<file path="src/rtl/pll_freq_meter.sv">
// Multi-channel PLL frequency meter: synchronises asynchronous channel signals into clk and
// counts their rising edges, either free-running (wrapping) or over a gated window with saturation.
module pll_freq_meter #(
  parameter int NUM_CH      = 2,
  parameter int CNT_W       = 32,
  parameter int GATE_W      = 24,
  parameter int SYNC_STAGES = 2
) (
  input  logic                    clk,
  input  logic                    i_rst,
  input  logic                    i_enable,
  input  logic                    i_mode,
  input  logic                    i_start,
  input  logic [GATE_W-1:0]       i_gate_cycles,
  input  logic [NUM_CH-1:0]       i_chan_sig,
  output logic [NUM_CH*CNT_W-1:0] o_count,
  output logic                    o_valid,
  output logic                    o_busy,
  output logic [NUM_CH-1:0]       o_sat
);

  typedef enum logic [1:0] {
    IDLE,
    GATE,
    DONE
  } state_t;

  state_t state_q, state_d;

  logic [NUM_CH-1:0][SYNC_STAGES-1:0] sync_q;
  logic [NUM_CH-1:0]                  sync_out;
  logic [NUM_CH-1:0]                  dly_q;
  logic [NUM_CH-1:0]                  rise;

  logic [NUM_CH-1:0][CNT_W-1:0]       live_q;
  logic [NUM_CH-1:0]                  sat_q;
  logic [GATE_W-1:0]                  timer_q;

  // Synchroniser chain plus one delay flop per channel; cleared so nothing is pending after reset.
  // NOTE: sequential state uses non-blocking assignments so every flop samples pre-edge values.
  always_ff @(posedge clk) begin
    if (i_rst) begin
      sync_q <= '0;
      dly_q  <= '0;
    end else begin
      for (int i = 0; i < NUM_CH; i++) begin
        sync_q[i] <= {sync_q[i][SYNC_STAGES-2:0], i_chan_sig[i]};
      end
      dly_q <= sync_out;
    end
  end

  always_comb begin
    for (int i = 0; i < NUM_CH; i++) begin
      sync_out[i] = sync_q[i][SYNC_STAGES-1];
    end
    rise = sync_out & ~dly_q;
  end

  // NOTE: every combinational output gets a default first, so no path can infer a latch.
  always_comb begin
    state_d = state_q;
    case (state_q)
      IDLE: begin
        if (i_enable && i_mode && i_start && (i_gate_cycles != '0)) begin
          state_d = GATE;
        end
      end
      GATE: begin
        if (!i_enable) begin
          state_d = IDLE;
        end else if (timer_q == GATE_W'(1)) begin
          state_d = DONE;
        end
      end
      DONE:    state_d = IDLE;
      default: state_d = IDLE;
    endcase
  end

  always_ff @(posedge clk) begin
    if (i_rst) begin
      state_q <= IDLE;
      timer_q <= '0;
      live_q  <= '0;
      sat_q   <= '0;
      o_count <= '0;
      o_sat   <= '0;
      o_valid <= 1'b0;
      o_busy  <= 1'b0;
    end else begin
      state_q <= state_d;
      o_valid <= 1'b0;
      o_busy  <= (state_d == GATE);
      case (state_q)
        IDLE: begin
          if (state_d == GATE) begin
            live_q  <= '0;
            sat_q   <= '0;
            timer_q <= i_gate_cycles;
          end else if (!i_mode) begin
            // Legacy free-run: wrap-around counting, result mirrored one cycle later.
            if (i_enable) begin
              for (int i = 0; i < NUM_CH; i++) begin
                live_q[i] <= live_q[i] + CNT_W'(rise[i]);
              end
            end
            o_count <= live_q;
            o_sat   <= '0;
          end
        end
        GATE: begin
          if (i_enable) begin
            timer_q <= timer_q - GATE_W'(1);
            for (int i = 0; i < NUM_CH; i++) begin
              if (rise[i]) begin
                if (live_q[i] == '1) begin
                  sat_q[i] <= 1'b1;
                end else begin
                  live_q[i] <= live_q[i] + CNT_W'(1);
                end
              end
            end
          end
        end
        DONE: begin
          o_count <= live_q;
          o_sat   <= sat_q;
          o_valid <= 1'b1;
        end
        default: ;
      endcase
    end
  end

endmodule

</file>
<file path="config.mk">
export PLATFORM = sky130hd
export DESIGN_NAME = pll_freq_meter
export DESIGN_NICKNAME = d
export VERILOG_FILES = /design/src/rtl/pll_freq_meter.sv
export SDC_FILE = /design/constraint.sdc
export NUM_CORES = 1
export LEC_CHECK = 0
export BUFFER_PORTS_ARGS = -buffer_cell sky130_fd_sc_hd__buf_4
export CORE_UTILIZATION = 64
export CTS_CLUSTER_DIAMETER = 100
export DETAILED_ROUTE_END_ITERATION = 12
export GPL_TIMING_DRIVEN = 0
export PLACE_DENSITY = 0.95
export RECOVER_POWER = 50
export SKIP_CTS_REPAIR_TIMING = 1
export SYNTH_ARGS = -nofsm -noshare
export SYNTH_HDL_FRONTEND = slang
export SYNTH_SLANG_ARGS = --single-unit
</file>
<file path="constraint.sdc">
create_clock -name clk -period 6.8 [get_ports clk]
set_input_delay 1.36 -clock clk [delete_from_list [all_inputs] [get_ports clk]]
set_output_delay 1.36 -clock clk [all_outputs]
set_load 0.1 [all_outputs]
</file>
======== After elaboration in Yosys (flattened, before gate mapping) ========
Cells that the tools add are included.
word-level totals
  bits in registers ....................... 166
  input bits .............................. 31
  logic and storage cells ................. 81
cells by class
  $add $sub $neg .......................... 5
  equal/unequal tests ..................... 18
  multiplexer cells ....................... 30
  bitwise operators ....................... 2
  reduce and logical (&&, ||, !) cells .... 13
operators with widths
  kind                                                  number
  two-way mux 64 bit                                    6
  case mux 64 bit (2 select lines)                      2
  two-way mux 32 bit                                    4
  adder 32 x 1 -> 32 bit                                2
  adder 32 x 1 -> 32 bit, second input constant         2
  equality test 32 bit, second input constant           2
  two-way mux 24 bit                                    2
  case mux 24 bit (2 select lines)                      1
  equality test 24 x 1 -> 1 bit, second input constant  1
  nonzero test 24 bit                                   1
  subtractor 24 x 1 -> 24 bit, second input constant    1
  inequality test 2 bit, second input constant          10
  two-way mux 2 bit                                     7
  case mux 2 bit (2 select lines)                       3
  AND reduction 6 bit                                   2
  AND reduction 5 bit                                   2
  inequality test 3 bit, second input constant          2
  AND reduction 3 bit                                   2
  two-way mux 1 bit                                     5
  equality test 2 x 1 -> 1 bit, second input constant   2
  nonzero test 2 bit                                    2
  logical AND 1 bit                                     3
  AND 2 bit                                             1
  equality test 2 bit, second input constant            1
  other kinds (2)                                       2

======== Depth between registers and ports, before layout ========
  word-level depth ........................ 8
  gate-level depth with buffers ........... 10
  gate-level depth less buffers ........... 9

======== Worst setup path after synthesis ========
Ideal clock, no wire load.
  kind .................................... input-to-reg
  from .................................... input i_gate_cycles[4]
  to ...................................... register live_q[38] in the netlist's numbering
  arrival time ............................ 3.072 ns
  data required time ...................... 6.730 ns
  path slack .............................. 3.658 ns
  stages on the path ...................... 6
  buffers on the path ..................... 0
  path through ............................ nor4_1 -> nand2_1 -> o211a_1 -> nor3_1 -> or4b_1 -> a21oi_1
between the ends
  longest elaborated chain between the ends .. 7
  elaborated cells on any way between the ends .. 10
ends and longest elaborated chain
  element                                                                                          line  source
  start, declared                                                                                  14    input logic [GATE_W-1:0] i_gate_cycles,
  nonzero test 24 bit (*)                                                                          65    if (i_enable && i_mode && i_start && (i_gate_cycles != '0)) begin
  logical AND 1 bit (*)                                                                            65
  two-way mux 2 bit (*)                                                                            65
  case mux 2 bit (2 select lines) (*)                                                              63    case (state_q)
  equality test 2 x 1 -> 1 bit (*)                                                                 97    if (state_d == GATE) begin
  inequality test 3 bit (no source line) / two-way mux 64 bit (equally long branches)              --
  AND reduction 6 bit (no source line) / case mux 64 bit (2 select lines) (equally long branches)  --
  end signal, assigned by index                                                                    105   live_q[i] <= live_q[i] + CNT_W'(rise[i]);
  end signal, assigned by index                                                                    120   live_q[i] <= live_q[i] + CNT_W'(1);
  end, declared                                                                                    35    logic [NUM_CH-1:0][CNT_W-1:0] live_q;
Every way passes the cells marked *; elsewhere a longest branch is shown, timed or not.
A chain may end at the register's enable or synchronous reset.

======== Worst setup path in the final report ========
  from .................................... input i_gate_cycles[5]
  to ...................................... register timer_q[18]
between the ends
  longest elaborated chain between the ends .. 7
ends and longest elaborated chain
  element                                 line  source
  nonzero test 24 bit                     65
  logical AND 1 bit                       65
  two-way mux 2 bit                       65
  case mux 2 bit (2 select lines)         63
  equality test 2 x 1 -> 1 bit            97
  inequality test 2 bit (no source line)  --
  AND reduction 3 bit (no source line)    --
  end signal, assigned                    100   timer_q <= i_gate_cycles;
  end signal, assigned                    114   timer_q <= timer_q - GATE_W'(1);
  end, declared                           37    logic [GATE_W-1:0] timer_q;
No other way between the ends.

==> summary.md <==
| Metric | Value |
|---|---|
| Post-route DRC | `0` |
| Cts bufs inserted | `17` |
| Seq cells post-synth | `166` |
| Peak VDD IR | `0.2318 mV` |
| Synth async-reset ratio | `0` |
| Worst Hold Class | `reg -> reg` |
| Clk_lat worst skew | `between 0.4 and 0.5 ns` |
| Finished Layout Cells | `~1,500` |
| Switching Fraction | `0.2843` |
| Syn nets | `1,223` |
| DP HPWL | `23.38 mm` |
| Final hold slack | `roughly 0.45 ns` |
| Area grow syn2layout | `14.97%` |
| Synth Instances | `1,184` |
| Rows | `42` |
| Fin crit share | `0.5635` |
| Crit path capture type | `register` |
| Iter 0 DRT Violations | `1,785` |
| Switching Power | `approximately 0.67 mW` |
| Die ar. | `14,320 µm²` |
| Part of the power in registers | `0.426` |
| Worst Setup Path Type | `in -> reg` |
| Final setup vio count | `0` |
| WL/cell | `22.99 µm` |
| Max_cap viols | `0` |
| CP max stage delay | `0.69 ns` |
| Yosys cell types | `69` |
| Starting Density | `0.6637` |
| WP data arrival | `4.20 ns` |
| RSZ-0062 raised after global routing | `false` |
| Slew Limit Fails | `0` |
| EDFF count, synth | `0` |
| Static leakage | `3.314 nW` |
| Pwr dens | `230.9 nW/µm²` |
| Slowest stage cell on the critical path | `nor4_1` |
| Core ar. | `13,350 µm²` |
| Vias in the first global route | `a little under 10,000` |
| Share of cells above drive strength 1 | `0.07921` |
| CTS tree | `yes` |
| Slew of the pin with the lowest slew margin | `between 1 and 1.5 ns` |
| Critical path data required time | `7.17 ns` |
| Crit path max-delay family | `simple AND/OR/NAND/NOR gates` |
| CTS Root Cell | `clkbuf_16` |
| Placed Cells incl. Taps | `1,457` |
| Worst-path clk slew | `0.07 ns` |
| Detailed Route WL | `34.23 mm` |
| Status | `finished, final reports clean` |
| Total grt overflow | `0` |
| Worst clock skew | `0.009652 ns` |
| Final hold violation count | `0` |
| Cell-internal power | `1.683 mW` |
| Ant diodes | `0` |
| Chip Width | `about 120 µm` |
| Initial antenna violation count | `1` |
| Vias per cell | `7.130` |
| Largest net degree at the start of global routing | `17` |
| Die Y | `119.7 µm` |
| Antenna viol nets, final | `0` |
| Seq/Total Area, Yosys | `0.3751` |
| Total number of vias | `10,620` |
| TNS Setup | `0 ns` |
| Synthesized area | `just under 9000 µm²` |
| Top_reg_cell synth | `dfxtp_1` |
| Period minus WS final | `3.832 ns` |
| FMAX | `0.2610 GHz` |
| Fillers | `1,062` |
| Startpoint Class | `primary input` |
| Syn avg cell area | `7.482 µm²` |
| Clk sinks | `166` |
| Warnings, synthesis | `0` |
| PortBufs | `between 90 and 100` |
| CP Max Fanout | `10` |
| Drt pass-1 iters | `9` |
| Slew Limit Headroom | `0.1978` |
| I/O pins | `99` |
| GR Util All Layers | `0.4768` |
| Worst path bufs/invs | `2` |
| RD Place Congestion | `1.029` |
| First-pass GRT wire length | `52.75 mm` |
| Clk buf depth | `2` |
| Critical path cell sequence | `buf_4 -> nor4_1 -> a31oi_1 -> nor2_1 -> clkbuf_1 -> o21ai_0 -> a21oi_1` |
| H-tree Lvls | `4` |
| Gate power share | `0.119` |
| Nets | `between 1,000 and 1,500` |
| Clock power share | `0.455` |
-- area by class of cell --
| cell class | count | area, µm² | area share |
|---|---|---|---|
| Multi-Input combinational cell | 905 | 5055 | 0.4963 |
| Sequential cell | 166 | 3323 | 0.3263 |
| Timing Repair Buffer | 97 | 469.2 | 0.04607 |
| Clock buffer | 17 | 425.4 | 0.04177 |
| Buffer | 96 | 415.4 | 0.04079 |
| Tap cell | 176 | 220.2 | 0.02162 |
| Clock inverter | 15 | 212.7 | 0.02088 |
| Inverter | 17 | 63.81 | 0.006265 |
-- state kept, by name (all words and copies together), names as in the netlist, 2 cells and up --
register	flops
o_sat	2
sync_q	2
dly_q	2
sync_out	2
state_q	2
timer_q	24
live_q	64
o_count	64
sat_q	2
-- cell usage after synthesis (8+ instances only) --
cell,n,share of area
nand2_1,194,0.082
dfxtp_1,166,0.38
a21oi_1,138,0.078
nor2_1,84,0.036
o21ai_0,79,0.045
clkbuf_1,63,0.027
nand3_1,49,0.028
nor3_1,49,0.028
nand4_1,29,0.020
nor4_1,23,0.016
a31oi_1,19,0.013
buf_2,19,0.011
a211oi_1,18,0.015
and3_1,18,0.013
inv_1,16,0.0068
o41ai_1,15,0.015
nor2b_1,13,0.0092
o211ai_1,10,0.0085
o22ai_1,10,0.0071
and4_1,9,0.0089
a221oi_1,8,0.0079
and2_1,8,0.0056
buf_1,8,0.0034
ha_1,8,0.011
o31ai_1,8,0.0068
-- routing by layer --
layer  track usage  part of all wire  up-vias  wire (µm)
met5             0           0.00047        -         16
met2        0.7229              0.42      927      14500
li1              -                 -     4622          -
met1        0.5836              0.36     4809      12400
met3        0.1606              0.14      256       4889
met4        0.2875             0.071        2       2423
-- cells in the final DEF (no fill, tap or decap), types with 7 or more instances in the layout --
cell,count
inv_1,17
o211ai_1,10
a21oi_1,138
o41ai_1,15
a22o_1,7
nor3_1,49
and4_1,9
or4_1,7
nand3_1,49
dfxtp_1,166
a221oi_1,8
a311oi_1,7
nor4_1,23
buf_1,8
a211oi_1,18
o31ai_1,8
buf_2,18
o21ai_0,79
nor2_1,84
o22ai_1,10
clkbuf_1,133
and3_1,18
a31oi_1,19
nor2b_1,13
clkbuf_16,17
ha_1,8
nand4_1,29
or3_1,7
buf_4,29
and2_1,8
nand2_1,194
-- kinds of logic (layout without fill, tap and decap cells) --
logic type	count (synthesis)	in the layout	share of synthesized area
mux	7	7	0.008051
simple gates	522	522	0.2924
buf+inv	113	242	0.05424
fa+ha+maj	8	8	0.01130
compound gates	367	367	0.2579
xor+xnor	1	1	0.0009889
flops	166	166	0.3751
-- final timing paths --
kind | startpoint | to | slack (ns) | cells after the start
max | i_gate_cycles[5] | timer_q[18] | 2.97 | 7
min | o_count[14] | o_count[14] | 0.45 | 2
max reg2reg | state_q[0] | live_q[26] | 3.34 | 9
min reg2reg | o_count[14] | o_count[14] | 0.45 | 2
-- worst reg2reg max path, stage by stage (launching register included) --
cell and delay [ns]:
dfxtp_1 0.30, clkbuf_1 0.20, nand2b_1 0.12, clkbuf_1 0.34, buf_2 0.38, clkbuf_1 0.56
buf_1 0.79, a31oi_1 0.10, nor4b_1 0.42, nor3_1 0.11
-- stage by stage --
stage	area (µm²)	utilization	power (mW)	worst slack, ns
after global placement	9807	0.7347	1.281	2.835
after detailed placement	9807	0.7347	1.286	2.816
after CTS	10450	0.7825	2.322	3.190
after floorplan	8859	-	1.187	3.658
final	10180	0.7630	2.352	2.968
after global routing	10180	0.7630	2.396	2.785
-- power groups by stage --
stage	combinational [mW]	clock, mW	sequential [mW]
global route	0.289	1.10	1.00
global placement	0.258	0	1.02
CTS	0.265	1.06	1.00
floorplan	0.152	0	1.04
finish	0.280	1.07	1.00
detailed placement	0.263	0	1.02
(Power assumes the default switching activity.)
